`src/rtl/uart_tx_arbiter.sv`:
```
// Packet-level round-robin arbiter sharing one uart_tx between NUM_REQ byte streams.
// Optional stall watchdog that revokes a silent grant: define UART_ARB_TIMEOUT_EN.
module uart_tx_arbiter #(
  parameter int NUM_REQ        = 2,
  parameter int DATA_W         = 8,
  parameter int TIMEOUT_CYCLES = 5000000,
  localparam int GRANT_W       = (NUM_REQ > 1) ? $clog2(NUM_REQ) : 1
) (
  input  logic                      clk,
  input  logic                      rst_n,
  input  logic [NUM_REQ*DATA_W-1:0] req_data,
  input  logic [NUM_REQ-1:0]        req_valid,
  input  logic [NUM_REQ-1:0]        req_last,
  output logic [NUM_REQ-1:0]        req_ready,
  output logic [DATA_W-1:0]         tx_data,
  output logic                      tx_valid,
  input  logic                      tx_ready,
  output logic [GRANT_W-1:0]        grant_id,
  output logic                      busy,
  output logic                      timeout_evt
);

  typedef enum logic {
    IDLE = 1'b0,
    XFER = 1'b1
  } state_t;

  state_t              state;
  state_t              state_next;
  logic [GRANT_W-1:0]  last_grant;
  logic [GRANT_W-1:0]  winner;
  logic [GRANT_W-1:0]  cand;
  logic                found;
  logic                any_req;
  logic [DATA_W-1:0]   sel_data;
  logic                sel_valid;
  logic                sel_last;
  logic                fire;
  logic                last_fire;
  logic                timeout_hit;

  assign any_req = |req_valid;

  // Search starts one past the previous holder so every requester gets a turn.
  always_comb begin : rr_pick
    winner = last_grant;
    found  = 1'b0;
    cand   = '0;
    for (int i = 1; i <= NUM_REQ; i++) begin
      cand = GRANT_W'((int'(last_grant) + i) % NUM_REQ);
      if (!found && req_valid[cand]) begin
        found  = 1'b1;
        winner = cand;
      end
    end
  end

  always_comb begin : grant_mux
    sel_data  = '0;
    sel_valid = 1'b0;
    sel_last  = 1'b0;
    for (int i = 0; i < NUM_REQ; i++) begin
      if (GRANT_W'(i) == grant_id) begin
        sel_data  = req_data[i*DATA_W +: DATA_W];
        sel_valid = req_valid[i];
        sel_last  = req_last[i];
      end
    end
  end

  assign fire      = (state == XFER) && sel_valid && tx_ready;
  assign last_fire = fire && sel_last;

  always_ff @(posedge clk or negedge rst_n) begin
    if (!rst_n) begin
      state      <= IDLE;
      grant_id   <= '0;
      last_grant <= GRANT_W'(NUM_REQ - 1);
    end else begin
      state <= state_next;
      if (state == IDLE && any_req) begin
        grant_id <= winner;
      end
      if (state == XFER && (last_fire || timeout_hit)) begin
        last_grant <= grant_id;
      end
    end
  end

  // Data path is a pure pass-through while locked so uart_tx sees no extra latency.
  always_comb begin : fsm_comb
    state_next = state;
    busy       = 1'b0;
    tx_valid   = 1'b0;
    tx_data    = '0;
    req_ready  = '0;
    case (state)
      IDLE: begin
        if (any_req) begin
          state_next = XFER;
        end
      end
      XFER: begin
        busy     = 1'b1;
        tx_valid = sel_valid;
        tx_data  = sel_data;
        for (int i = 0; i < NUM_REQ; i++) begin
          req_ready[i] = (GRANT_W'(i) == grant_id) && tx_ready;
        end
        if (last_fire || timeout_hit) begin
          state_next = IDLE;
        end
      end
      default: state_next = IDLE;
    endcase
  end

`ifdef UART_ARB_TIMEOUT_EN
  localparam int CNT_W = $clog2(TIMEOUT_CYCLES) + 1;
  localparam logic [CNT_W-1:0] STALL_LIMIT = CNT_W'(TIMEOUT_CYCLES - 1);

  logic [CNT_W-1:0] stall_cnt;
  logic             timeout_q;

  // Only a missing requester byte counts; uart_tx backpressure never trips the watchdog.
  assign timeout_hit = (state == XFER) && !sel_valid && (stall_cnt == STALL_LIMIT);
  assign timeout_evt = timeout_q;

  always_ff @(posedge clk or negedge rst_n) begin
    if (!rst_n) begin
      stall_cnt <= '0;
      timeout_q <= 1'b0;
    end else begin
      timeout_q <= timeout_hit;
      if (state != XFER || fire || timeout_hit) begin
        stall_cnt <= '0;
      end else if (!sel_valid) begin
        stall_cnt <= stall_cnt + 1'b1;
      end
    end
  end
`else
  assign timeout_hit = 1'b0;
  assign timeout_evt = 1'b0;

  if (TIMEOUT_CYCLES < 1) begin : g_timeout_unused
  end
`endif

endmodule

```
`config.mk`:
```
export PLATFORM = sky130hd
export DESIGN_NAME = uart_tx_arbiter
export DESIGN_NICKNAME = d
export VERILOG_FILES = /design/src/rtl/uart_tx_arbiter.sv
export SDC_FILE = /design/constraint.sdc
export NUM_CORES = 1
export LEC_CHECK = 0
export CORE_MARGIN = 4
export CORE_UTILIZATION = 23
export CTS_CLUSTER_DIAMETER = 100
export DETAILED_ROUTE_END_ITERATION = 12
export PLACE_DENSITY_LB_ADDON = 0.3
export SYNTH_ARGS = -nofsm -noshare
export SYNTH_HDL_FRONTEND = slang
export SYNTH_SLANG_ARGS = --single-unit
```
`constraint.sdc`:
```
create_clock -name clk -period 1 [get_ports clk]
set_clock_uncertainty 0.1 [all_clocks]
set_input_delay 0.1 -clock clk [delete_from_list [all_inputs] [get_ports clk]]
set_output_delay 0.1 -clock clk [all_outputs]
set_load 0.1 [all_outputs]
```
After elaboration in Yosys (flattened, before gate mapping)
Index checks and enable logic that the tools add are counted.
Widths: inputs -> output; s select.
{"block": "word_totals", "regBits": 3, "latch_bits": 0, "mem_bits_rw": 0, "romBits": 0, "wordCells": 36, "n_memories": 0}
{"block": "classes", "addsub": 2, "n_mul": 0, "div_mod_pow": 0, "order_cmp": 2, "eq_ne": 0, "shift": 0, "muxes": 17, "n_bitwise": 2, "n_reduce_logical": 10}
{"operator": "$mux 8", "n": 2}
{"operator": "$mux 1", "n": 13}
{"operator": "$logic_and 1x1->1", "n": 8}
{"operator": "$lt 1x2->1 const B", "n": 2}
{"operator": "$add 1x1->1 const B", "n": 2}
{"operator": "$mux 2", "n": 1}
{"operator": "$not 1->1", "n": 2}
{"operator": "$pmux 1 s2", "n": 1}
{"operator": "$reduce_or 2->1", "n": 1}
{"operator": "$logic_not 1->1", "n": 1}

Logic depth before layout (Yosys ltp)
Gate-level depths: netlist of run 1.
{"block": "depth", "depth_word": 7, "depth_mapped": 4, "mapped_depth_nobuf": 3}

Worst setup path after synthesis of run 1
Ideal clock, no wire load.
{"block": "synth_timing", "path_kind": "register to register", "start": "register grant_id", "end": "register state", "setup_ps": 200, "t_arrival_ps": 2663, "slack_ps": -1964, "stages_incl_launch_ff": 5, "n_path_buf": 1, "path_cell_list": "dfrtp_1 buf_6 mux2i_1 nor2_1 a31oi_1"}
{"block": "synth_via", "elab_chain_len": 6, "elab_cells_between_ends": 7}
{"element": "from (decl)", "line_no": "18", "rtl": "output logic [GRANT_W-1:0] grant_id,"}
{"element": "from (signal assigned)", "line_no": "82", "rtl": "grant_id <= winner;"}
{"element": "$mux 1", "line_no": "63", "rtl": "if (GRANT_W'(i) == grant_id) begin"}
{"element": "$logic_and 1x1->1 (2 in a row)", "line_no": "71", "rtl": "assign fire = (state == XFER) && sel_valid && tx_ready;"}
{"element": "$logic_and 1x1->1 *", "line_no": "72", "rtl": "assign last_fire = fire && sel_last;"}
{"element": "$mux 1 *", "line_no": "110", "rtl": "if (last_fire || timeout_hit) begin"}
{"element": "$pmux 1 s2 *", "line_no": "97", "rtl": "case (state)"}
{"element": "named net state_next", "line_no": "29", "rtl": "state_t state_next;"}
{"element": "to (signal assigned)", "line_no": "80", "rtl": "state <= state_next;"}
{"element": "to (decl)", "line_no": "28", "rtl": "state_t state;"}
Mark *: on every way through the listed nets, which the timed path passes. The rest lies on a longest branch.
A chain may end at the register's enable or synchronous reset.

Worst setup path after layout of run 1
{"block": "layout_timing", "start": "register grant_id", "end": "output port tx_valid"}
{"block": "layout_via", "elab_chain_len": 2}
{"element": "$mux 1", "line_no": "63"}
{"element": "$mux 1", "line_no": "97"}
{"element": "to (decl)", "line_no": "16", "rtl": "output logic tx_valid,"}
No other way between the ends.

==> metrics, run 1 <==
outcome=complete, but fails checks; failing checks=negative setup slack; largest net degree at the start of global routing=8; MaxCap Viol Count=0; ant diodes=0; cell family with most CP delay=flip-flops; Vias/cell=4.67; peak supply drop=2380 uV; Die Area=a little over 2000 um2; WP buf/inv=2; placer congestion estimate=0.834; Initial DRT Pass Iterations=5; GR Util met2=between 20 and 30%; Synth top cells by count=nor2_1, mux2i_1, nand2_1; Final Slew Violations=0; Design Power=a little over 4 mW; first-pass GRT wire length=2230 um; Synth Warn #=0; num rows=13; FF+latch count, synth=3; worst path arrival time=1350 ps; Overall Global Routing Usage=15.8%; post-synthesis sequential area ratio=23.7%; H-Tree Depth=1; Setup Slack @ Placement=-336 ps; initial antenna violation count=0; Yosys cell types=17; TNS Setup=-7280 ps; Area contributors post-synth=mux2i_1, dfrtp_1, nor2_1; syn nets=63; fin area=about 1100 um2; number of clock sinks=3; WHS=slightly below 400 ps; Syn-to-layout area delta=242%; Post-synth top flop=dfrtp_1; DP Cell Count=between 90 and 100; Port Buffers=35; met1 global-route usage=17.3%; count leader, synth=nor2_1; RSZ-0062 raised after global routing=yes; Most Crowded Layer GR=met2; TritonCTS Buffers=3; HP Class=reg -> reg; later-pin clock latency in the skew report=230 ps; DRT Wirelength=~1500 um; Worst EP required=800 ps; DRC viols=0; Max clock buf depth=2; grt ovf=0; Clk pin slew, worst setup/hold paths=40 ps; Post-synth EDFFs=0; crit path time final=~1500 ps; Crit. End Element=output pin; non-filler cells, final=105; Power per Cell Area=roughly 3700 nW/um2; die height=45.4 um; slowest CP cell=dfrtp_4; Vias=490; starting DRC count in detailed routing=3; DP Area=941 um2; vias in the first global route=513; Synth top area share=28.0%; Cells after Synth=40; drt wl/cell=between 10 and 15 um; startpoint types=flip-flop; grt met3 use=3.95%; CP Max Fanout=5; area of the core=1300 um2; share of cells above drive strength 1=about 62%; Starting Density=24.7%; num ports=37; Root Driver=clkbuf_4; fillers=85; Synth area leader=mux2i_1; Max Clk Rate=647 MHz; Fin. Hold Viols=0; ys async rst share=100%; Setup violations, final=16; Tcrit/Tclk final=155%; antenna-violating nets left=0; Post-Syn Area=322 um2; critical-path cell list=buf_8 > mux2i_2 > nor2_4 > buf_12; CTS tree=done; Die Wd=45.4 um; syn_area_per_cell=between 8 and 9 um2; Util after Layout=about 85%; P_leak=0.451 nW; Detail Placement HPWL=approximately 1000 um; CP max stage delay=~500 ps; final setup margin=-545 ps; crit path kind=reg -> out; final net count=114
-- sequential cells by signal, summed over array words and instances (netlist names) --
signal,flops
last_grant,1
grant_id,1
state,1
-- metal layers --
| layer | routed length [um] | vias to the layer above |
|---|---|---|
| met4 | 0 | 0 |
| met5 | 0 | - |
| met3 | 139 | 0 |
| met2 | 772 | 31 |
| met1 | 567 | 225 |
| li1 | - | 234 |
-- repair_timing --
action | 4_1_cts | 5_1_grt
setup endpoints to repair | 16 | 16
endpoints found under the hold margin | 2 | 0
hold buffers | 1 | 0
buffers inserted | 5 | 1
resized for setup | 20 | 0
pin swaps | 10 | 1
-- final cells by class --
type	instances	area [um2]	share of cell area, %
Clock buffer	4	26.3	2.39
Inverter	1	6.26	0.569
Multi-Input combinational cell	32	334	30.4
Sequential cell	3	83.8	7.62
Tap cell	15	18.8	1.71
Timing Repair Buffer	50	631	57.3
-- power by group --
part | leakage (nW) | switching (mW) | internal [mW] | total, mW
logic | 0.405 | 2.13 | 1.49 | 3.62
registers | 0.0309 | 0.0620 | 0.206 | 0.268
clock network | 0.0150 | 0.0614 | 0.149 | 0.211
-- worst paths after layout --
path                       depth (start not counted)       start         end  slack (ps)
hold reg to reg                                    2  last_grant  last_grant         400
max in group asynchronous                          2       rst_n  last_grant          90
setup / recovery                                   4    grant_id    tx_valid        -550
min in group asynchronous                          2       rst_n    grant_id         490
hold / removal                                     2  last_grant  last_grant         400
setup reg to reg                                   5    grant_id       state        -440
-- logic make-up after synthesis --
kind of cell / synth area share [%]
buf+inv: 12.1
simple gates: 23.0
mux: 32.7
other cells: 1.17
compound gates: 7.40
flops: 23.7
-- cell usage in the layout (no fill, tap or decap), drive strengths merged --
| master | instances |
|---|---|
| clkbuf | 4 |
| mux2 | 1 |
| nor2 | 10 |
| a32o | 1 |
| o31ai | 1 |
| buf | 27 |
| dlygate4sd3 | 1 |
| a31oi | 1 |
| nand2 | 5 |
| dfstp | 1 |
| mux2i | 9 |
| dfrtp | 2 |
| nor3 | 1 |
| clkdlybuf4s50 | 22 |
| conb | 1 |
| nand3 | 1 |
| and3 | 1 |
| inv | 1 |
-- worst min-delay path, cell delays in order, from the launching register on --
cell and delay, ps:
dfstp_2 360, o31ai_1 70, nand2_1 50
Power figures use the tool's default switching activity.
==> run 2, diff against run 1 <==
Settings changed: CAP_MARGIN set to 10, HOLD_SLACK_MARGIN set to 0.1, SKIP_LAST_GASP set to 1.
==> metrics, run 2 (synthesis results as in run 1) <==
Syn-to-layout area delta=246%; Max Clk Rate=648 MHz (+0.12%); share of cells above drive strength 1=63.3% (+1.1 points); P_leak=0.453 nW (+0.40%); non-filler cells, final=105 (unchanged); Final Slew Violations=0 (unchanged); largest net degree at the start of global routing=8 (unchanged); DRC viols=0 (unchanged); initial antenna violation count=0 (unchanged); reg2reg setup slack=-440 ps (about the same); CP max stage delay=490 ps (about the same); Port Buffers=35 (unchanged); starting DRC count in detailed routing=3 (unchanged); FF/Latch Area=83.8 um2 (unchanged); area of the core=1300 um2 (unchanged); HP Class=reg -> reg; CTS tree=done; first-pass GRT wire length=2200 um (-1.2%); num ports=37 (unchanged); Overall Global Routing Usage=15.6% (-0.24 points); fillers=80 (-5.9%); num rows=13 (unchanged); Crit. End Element=output pin; Max clock buf depth=2 (unchanged); crit path time final=1540 ps (-1.79 ps); cell family with most CP delay=flip-flops; RSZ-0062 raised after global routing=yes; grt ovf=0 (unchanged); Setup violations, final=16 (unchanged); Starting Density=24.7% (unchanged); worst path arrival time=1340 ps (about the same); antenna-violating nets left=0 (unchanged); Worst EP required=800 ps (about the same); MaxCap Viol Count=0 (unchanged); leading cell types in the layout, fill and taps excluded=clkdlybuf4s50_1, buf_12, nor2_4; H-Tree Depth=1 (unchanged); outcome=complete, but fails checks; final net count=114 (unchanged); Root Driver=clkbuf_4; die height=45.4 um (unchanged); TritonCTS Buffers=3 (unchanged); Detail Placement HPWL=1010 um (unchanged); vias in the first global route=508 (-0.97%); failing checks=negative setup slack; DRT Wirelength=1460 um (-1.4%); Fin. Hold Viols=0 (unchanged); Clk pin slew, worst setup/hold paths=40 ps (about the same); Power per Cell Area=3720 nW/um2 (-0.16%); Initial DRT Pass Iterations=2 (-3); slowest CP cell=dfrtp_4; DP Cell Count=94 (unchanged); Vias=489 (-0.20%); Vias/cell=4.66 (-0.20%); final setup margin=-544 ps (+1.79 ps); ant diodes=0 (unchanged); Top Registers=grant_id: 1 flops, last_grant: 1 flops, state: 1 flops; Die Wd=45.4 um (unchanged); Multi-input gate area=348 um2 (+4.1%); crit path kind=reg -> out; WHS=377 ps (-17.9 ps); Tcrit/Tclk final=154% (-0.18 points); number of clock sinks=3 (unchanged); critical-path cell list=buf_8 > mux2i_2 > nor2_4 > buf_12; WP buf/inv=2 (unchanged); later-pin clock latency in the skew report=230 ps (about the same); placer congestion estimate=0.834 (unchanged); startpoint types=flip-flop; commonest non-fill, non-tap cell in the layout=clkdlybuf4s50_1; Die Area=2060 um2 (unchanged); peak supply drop=2410 uV (+1.4%); drt wl/cell=13.9 um (-1.4%); CP Max Fanout=5 (unchanged)
==> run 2: cell counts in the layout (fill, tap and decap cells not counted) <==
Identical to the previous run, type by type.
==> run 2: worst paths after layout <==
path                               to  depth (start not counted)       start
max reg2reg                     state                          5    grant_id
min                        last_grant                          2  last_grant
min in group asynchronous    grant_id                          2       rst_n
max                          tx_valid                          4    grant_id
max in group asynchronous  last_grant                          2       rst_n
min reg2reg                last_grant                          2  last_grant
==> run 2: through the flow <==
step	utilization (%)	power [mW]	cell area (um2)	worst slack, ps	setup TNS [ps]
final	85.6	4.14	1110	-544	-7210
after global routing	85.6	4.29	1110	-587	-7880
after CTS	83.7	4.07	1090	-530	-7020
after detailed placement	72.3	3.46	941	-336	-4370
after global placement	72.3	3.43	941	-305	-4070
after floorplan	-	2.39	410	-845	-9810
==> run 2: repair_timing <==
item	in CTS	in global routing
setup endpoints to repair	16	16
hold buffers	1	0
hold endpoints to repair	2	0
setup buffers	5	1
gates resized for setup	19	3
pin swaps	10	2
==> run 2: cell type report <==
class | count | area share, %
clock buffers | 4 | 2.36
inverters | 1 | 0.562
multi-input cells | 32 | 31.2
flip-flops and latches | 3 | 7.53
well taps | 15 | 1.69
repair buffers | 50 | 56.6
==> run 2: layer usage <==
layer	track usage [%]	vias up	routed length (um)
met5	0	-	0
li1	-	233	-
met1	16.8	227	556
met3	3.95	0	135
met4	8.77	0	0
met2	27.0	29	767
==> run 2: report_power, final <==
group	switching [mW]	total [mW]	internal (mW)	leakage, nW
logic	2.15	3.66	1.50	0.407
registers	0.0705	0.277	0.207	0.0309
clock network	0.0600	0.209	0.149	0.0150
==> run 2: worst min-delay path, cell delays in order (launching register included) <==
cell	delay, ps
dfstp_2	370
o31ai_4	50
nand2_1	50
